## config.mk

```make
export PLATFORM = sky130hd
export DESIGN_NAME = jpeg_stream_sequencer
export DESIGN_NICKNAME = d
export VERILOG_FILES = /design/src/rtl/jfpjc_pkg.sv /design/src/rtl/jss_byte_fifo.sv /design/src/rtl/jpeg_stream_sequencer.sv
export SDC_FILE = /design/constraint.sdc
export NUM_CORES = 1
export LEC_CHECK = 0
export CELL_PAD_IN_SITES_DETAIL_PLACEMENT = 2
export CELL_PAD_IN_SITES_GLOBAL_PLACEMENT = 2
export CORE_MARGIN = 4
export CORE_UTILIZATION = 43
export DETAILED_ROUTE_END_ITERATION = 7
export PLACE_DENSITY = 0.9
export RECOVER_POWER = 50
export REMOVE_ABC_BUFFERS = 1
export SYNTH_ARGS = -nofsm -noshare
export SYNTH_HDL_FRONTEND = slang
export SYNTH_SLANG_ARGS = --single-unit
```

## constraint.sdc

```tcl
create_clock -name clock -period 3.2 [get_ports clock]
set_clock_uncertainty 0.1 [all_clocks]
set_input_delay 0.64 -clock clock [delete_from_list [all_inputs] [get_ports clock]]
set_output_delay 0.64 -clock clock [all_outputs]
set_load 0.05 [all_outputs]
```

## src/rtl/jfpjc_pkg.sv

```systemverilog
// Shared types and constants for the JFIF stream sequencer.
package jfpjc_pkg;

  typedef enum logic [2:0] {
    IDLE,
    HEADER,
    BODY,
    EOI_FF,
    EOI_D9
  } state_t;

  localparam logic [7:0] JPEG_MARKER        = 8'hFF;
  localparam logic [7:0] EOI_CODE           = 8'hD9;
  localparam logic [7:0] STUFF_BYTE         = 8'h00;
  localparam int         DEFAULT_HEADER_LEN = 328;

endpackage

```

## src/rtl/jss_byte_fifo.sv

```systemverilog
// Byte FIFO between the entropy coder and the output sequencer.
// A push while full is accepted only when a pop happens in the same cycle.
module jss_byte_fifo #(
  parameter int DEPTH = 16
) (
  input  logic       clock,
  input  logic       nreset,
  input  logic       push,
  input  logic [7:0] push_data,
  input  logic       pop,
  output logic [7:0] head,
  output logic       full,
  output logic       empty
);

  localparam int PTR_W = $clog2(DEPTH);

  logic [7:0]     mem [DEPTH];
  logic [PTR_W:0] wr_ptr;
  logic [PTR_W:0] rd_ptr;
  logic           push_ok;
  logic           pop_ok;

  assign empty   = (wr_ptr == rd_ptr);
  assign full    = (wr_ptr[PTR_W] != rd_ptr[PTR_W]) &&
                   (wr_ptr[PTR_W-1:0] == rd_ptr[PTR_W-1:0]);
  assign pop_ok  = pop && !empty;
  assign push_ok = push && (!full || pop_ok);
  assign head    = mem[rd_ptr[PTR_W-1:0]];

  // Pointer update; the extra MSB tells full from empty.
  always_ff @(posedge clock) begin
    // NOTE: sequential state uses non-blocking assignments so every flop samples pre-edge values.
    if (!nreset) begin
      wr_ptr <= '0;
      rd_ptr <= '0;
    end else begin
      if (push_ok) wr_ptr <= wr_ptr + 1'b1;
      if (pop_ok)  rd_ptr <= rd_ptr + 1'b1;
    end
  end

  // Storage write.
  always_ff @(posedge clock) begin
    // NOTE: storage is not reset; emptiness is tracked by the pointers, so stale contents are never read.
    if (push_ok) mem[wr_ptr[PTR_W-1:0]] <= push_data;
  end

endmodule

```

## src/rtl/jpeg_stream_sequencer.sv

```systemverilog
// Builds one JFIF byte stream per frame: ROM header, stuffed entropy bytes, EOI.
module jpeg_stream_sequencer
  import jfpjc_pkg::*;
#(
  parameter int HEADER_LEN = DEFAULT_HEADER_LEN,
  parameter int FIFO_DEPTH = 16,
  parameter int ADDR_W     = 9
) (
  input  logic              clock,
  input  logic              nreset,
  input  logic              frame_start,
  input  logic              entropy_valid,
  input  logic [7:0]        entropy_data,
  input  logic              entropy_done,
  output logic [ADDR_W-1:0] header_addr,
  input  logic [7:0]        header_data,
  output logic [7:0]        data_out,
  output logic              data_valid,
  input  logic              data_ready,
  output logic              busy,
  output logic              overflow,
  output logic              frame_overrun
);

  state_t            state;
  logic [ADDR_W-1:0] rd_idx;         // header byte currently presented by the ROM
  logic              stuff_pending;
  logic              done_seen;

  logic              can_load;
  logic              hdr_load;
  logic              hdr_last;
  logic              fifo_pop;
  logic [7:0]        fifo_head;
  logic              fifo_full;
  logic              fifo_empty;

  // The output register may take a new byte when empty or when its byte leaves now.
  assign can_load = !data_valid || data_ready;
  assign hdr_load = (state == HEADER) && can_load;
  assign hdr_last = (rd_idx == ADDR_W'(HEADER_LEN - 1));
  assign fifo_pop = (state == BODY) && can_load && !stuff_pending && !fifo_empty;
  assign busy     = (state != IDLE);

  // The address steps ahead only when the current ROM byte is consumed, so a
  // stall keeps the ROM output on the byte still to be loaded. Wraps to 0 after
  // the last byte so the ROM already presents byte 0 for the next frame.
  assign header_addr = !hdr_load ? rd_idx
                     : (hdr_last ? '0 : rd_idx + 1'b1);

  jss_byte_fifo #(
    .DEPTH (FIFO_DEPTH)
  ) u_fifo (
    .clock     (clock),
    .nreset    (nreset),
    .push      (entropy_valid),
    .push_data (entropy_data),
    .pop       (fifo_pop),
    .head      (fifo_head),
    .full      (fifo_full),
    .empty     (fifo_empty)
  );

  // Frame FSM with output register, header index and sticky status flags.
  always_ff @(posedge clock) begin
    if (!nreset) begin
      state         <= IDLE;
      rd_idx        <= '0;
      stuff_pending <= 1'b0;
      done_seen     <= 1'b0;
      data_out      <= '0;
      data_valid    <= 1'b0;
      overflow      <= 1'b0;
      frame_overrun <= 1'b0;
    end else begin
      if (entropy_valid && fifo_full && !fifo_pop) overflow <= 1'b1;
      if (frame_start && state != IDLE)           frame_overrun <= 1'b1;
      if (entropy_done && (state == HEADER || state == BODY)) done_seen <= 1'b1;

      case (state)
        IDLE: begin
          if (frame_start) begin
            state  <= HEADER;
            rd_idx <= '0;
          end
        end

        // BODY is entered once the last header byte sits in the output
        // register; popping still waits for that byte's transfer.
        HEADER: begin
          if (can_load) begin
            data_out   <= header_data;
            data_valid <= 1'b1;
            if (hdr_last) begin
              rd_idx <= '0;
              state  <= BODY;
            end else begin
              rd_idx <= rd_idx + 1'b1;
            end
          end
        end

        BODY: begin
          if (can_load) begin
            if (stuff_pending) begin
              data_out      <= STUFF_BYTE;
              data_valid    <= 1'b1;
              stuff_pending <= 1'b0;
            end else if (!fifo_empty) begin
              data_out      <= fifo_head;
              data_valid    <= 1'b1;
              stuff_pending <= (fifo_head == JPEG_MARKER);
            end else begin
              data_valid <= 1'b0;
              if (done_seen) state <= EOI_FF;
            end
          end
        end

        EOI_FF: begin
          if (can_load) begin
            data_out   <= JPEG_MARKER;
            data_valid <= 1'b1;
            state      <= EOI_D9;
          end
        end

        // Loads D9 behind the FF, then returns to IDLE on the D9 transfer.
        EOI_D9: begin
          if (data_valid && data_out == EOI_CODE) begin
            if (data_ready) begin
              data_valid <= 1'b0;
              done_seen  <= 1'b0;
              state      <= IDLE;
            end
          end else if (can_load) begin
            data_out   <= EOI_CODE;
            data_valid <= 1'b1;
          end
        end

        default: state <= IDLE;
      endcase
    end
  end

endmodule
```

==> impl_metrics.ini <==
[timing]
post-route-min-period_ns = 3.17
rsz0062_at_grt = no
min_period_over_period_pct = 99.2
fin_tns_setup_ns = 0
slew_viol_final = 32
hold_viol_final = 0
worst_pin_slew_ns = 1.74
finalSetupViolCount = 0
clock.fmax_mhz = 315
max_slew_margin_pct = -16.2

[worst_hold_path]
min_path_type = flop to flop

[critical_path]
cp_slowest_cell = or4b_4
cp.depth = 6
critical-path-top-delay-family = simple AND/OR/NAND/NOR gates
crit_type = flop to output port
cp-startpoint = rd_idx[3]
cp.arrival_ns = 2.43
start_kind = flop
worst_r2r_endpoint = data_out[1]
cp-end-kind = output port
r2r_cells = 5
cp_max_fo = 12
critical_path.cell_chain = or4b_4 -> o211ai_1 -> buf_4 -> nor3b_1 -> a21o_1 -> buf_12
cpPeakStageDelay_ns = 0.62
rrSetupSlack_ns = 0.41
endpoint = header_addr[4]
cp.required_ns = 2.46
path_buf_inv = 2

[global_route]
antenna_found_initial = 0
overflow = 0
grt_pass1_vias = 5296
grt_max_degree = 34
track_usage_pct = 27.6
grt_pass1_wl_um = 36400

[synthesis]
ys.warnings.count = 0
postSynthCellCount = 479
synth_seq_cells = 167
synth_edf_count = 128
yosysUniqueCellTypes = 56
synth-seq-area-share_pct = 64.6
synthesis.area_mm2 = 0.00716
synth_compound_area_share_pct = 8.26
yosys.area_share.adder_pct = 1.05
ys.flop_type = edfxtp_1
synth-xor-area-share_pct = 1.10
yosys.area_share.simple_pct = 9.23
muxShareOfSynthArea_pct = 13.1
synth_top_family_by_area = multiplexers
synth.avg_cell_area_um2 = 14.9
async_reset_ff_share_pct = 0

[clocking]
cts-hold-fix-buffers = 0
cts_buffers = 17
path_clk_slew_ns = 0.07
cts-htree-levels = 4
insertion_delay_ns = 0.45
cts.sinks = 167
root_buffer = clkbuf_16
cts.path.max_buffers = 2
cts_setup_buffers = 0
cts_tree = done

[floorplan]
dieArea_mm2 = 0.0188
die_y_um = 137
die_x_um = 137
core_mm2 = 0.0161
initial_core_util_pct = 44.4
ios = 43
fp-row-count = 46

[cells_and_area]
multi_input_area_mm2 = 0.00236
antenna_cells = 0
seq_area_mm2 = 0.00463
fillers = 1426
syn2layout_area_growth_pct = 20.9
final_cells = 776
layout-drive-gt1-share_pct = 20.7
utilization_pct = 53.7
nets = 575

[drt]
ant_nets = 0
drt-wirelength-per-cell_um = 31.8
drt_first_pass_iters = 5
num_vias = 4904
drt-total-wl_um = 24700
drc = 0
initialDrtViolationCount = 507
routed_via_density = 6.32

[place]
hpwl_um = 16000
portBuffers = 42
placed_cells = 744
gp_congestion = 0.780

[pwr]
p_per_area_mw_per_mm2 = 690
power.leakage_nw = 2.92
ir_drop_mv = 0.419

[flow_run]
maxCapViolCount = 1

[status]
status = finished with violations
violations = max-capacitance violations, max-slew violations
where the power goes:
group	switching, mW	internal, mW
clock	1.04	1.06
combinational	0.909	0.463
sequential	0.0807	2.42
total	2.03	3.94
how the worst min path moves through the flow:
stage | end | from | cells after the start | slack [ns]
2_1_floorplan | rd_idx[1] | rd_idx[1] | 2 | 0.36
3_3_place_gp | frame_overrun | frame_overrun | 2 | 0.35
3_5_place_dp | data_out[1] | data_out[1] | 2 | 0.37
4_1_cts | data_out[7] | data_out[7] | 2 | 0.40
5_1_grt | data_out[6] | data_out[6] | 2 | 0.41
6_report | data_out[6] | data_out[6] | 2 | 0.39
flip-flops by register name, indices dropped and copies added (netlist names), named ones only:
| register | count |
|---|---|
| u_fifo.mem | 128 |
| rd_idx | 9 |
| frame_overrun | 1 |
| data_valid | 1 |
| state | 3 |
| stuff_pending | 1 |
| u_fifo.wr_ptr | 5 |
| data_out | 8 |
| u_fifo.rd_ptr | 5 |
| done_seen | 1 |
| overflow | 1 |
worst reg2reg max path: stages (launching register included):
cell,delay [ns]
dfxtp_1,0.76
mux4_2,0.62
mux2i_1,0.49
mux2i_1,0.22
a221oi_1,0.32
a211oi_1,0.08
kinds of logic after synthesis:
family,Yosys count
fa+ha+maj,6
simple gates,122
compound gates,88
mux,48
xor+xnor,9
buf+inv,39
flops,167
cells in the final DEF (no fill, tap or decap), drive strengths merged, types with 3 or more instances in the layout:
| cell | instances |
|---|---|
| nor2 | 27 |
| xnor2 | 6 |
| buf | 36 |
| nor3 | 6 |
| nor4 | 3 |
| clkbuf | 20 |
| o31ai | 5 |
| o21a | 5 |
| and3 | 17 |
| o41ai | 3 |
| nand2b | 8 |
| dfxtp | 39 |
| a211oi | 8 |
| inv | 22 |
| xor2 | 3 |
| or3 | 4 |
| a221oi | 8 |
| nor2b | 7 |
| a21o | 5 |
| nand3 | 7 |
| a31oi | 5 |
| dlygate4sd3 | 13 |
| nand2 | 21 |
| mux4 | 36 |
| a21oi | 20 |
| edfxtp | 128 |
| clkinv | 8 |
| o21ai | 22 |
| nor3b | 5 |
| ha | 6 |
| mux2i | 10 |
| clkdlybuf4s50 | 19 |
| or2 | 3 |
stage by stage:
step / total power [mW] / setup WS (ns) / cell area, um^2 / hold WS (ns)
2_1_floorplan: 3.30 / 0.341 / 7030 / 0.362
3_3_place_gp: 3.73 / 0.158 / 8050 / 0.350
3_5_place_dp: 3.86 / 0.0683 / 8050 / 0.374
4_1_cts: 5.99 / 0.0673 / 8660 / 0.397
5_1_grt: 6.17 / 0.00626 / 8660 / 0.412
6_report: 5.97 / 0.0250 / 8660 / 0.393
layer usage:
layer / GRT usage, % / up-vias / wire, um
met1: 33.1 / 2556 / 9500
met5: 0 / - / 0
met4: 13.1 / 0 / 1110
met2: 47.2 / 243 / 12500
li1: - / 2034 / -
met3: 6.18 / 71 / 1540
synth_stat cells (7+ instances only):
cell type  instances  area share [%]
a211oi_1           8            0.84
a21oi_1           20             1.4
a221oi_1           7            0.86
and3_1            17             1.5
buf_2              9            0.63
clkbuf_1          10            0.52
dfxtp_1           39              11
edfxtp_1         128              54
inv_1             16            0.84
mux2i_1           10             1.4
mux4_2            35              11
nand2_1           21             1.1
nand2b_1           8            0.70
nand3_1            7            0.49
nor2_1            27             1.4
nor2b_1            7            0.61
o21ai_0            9            0.63
o21ai_1           11            0.77
cell type report:
type	count	share of cell area, %
flip-flops and latches	167	53.4
multi-input cells	273	27.3
repair buffers	72	8.50
clock buffers	17	4.91
well taps	216	3.12
clock inverters	15	2.08
inverters	16	0.694
timing repair:
action,CTS,global route
endpoints found under the hold margin,0,0
setup endpoints to repair,6,2
resized for setup,5,2
No activity file was read; power rests on OpenSTA's default activity.
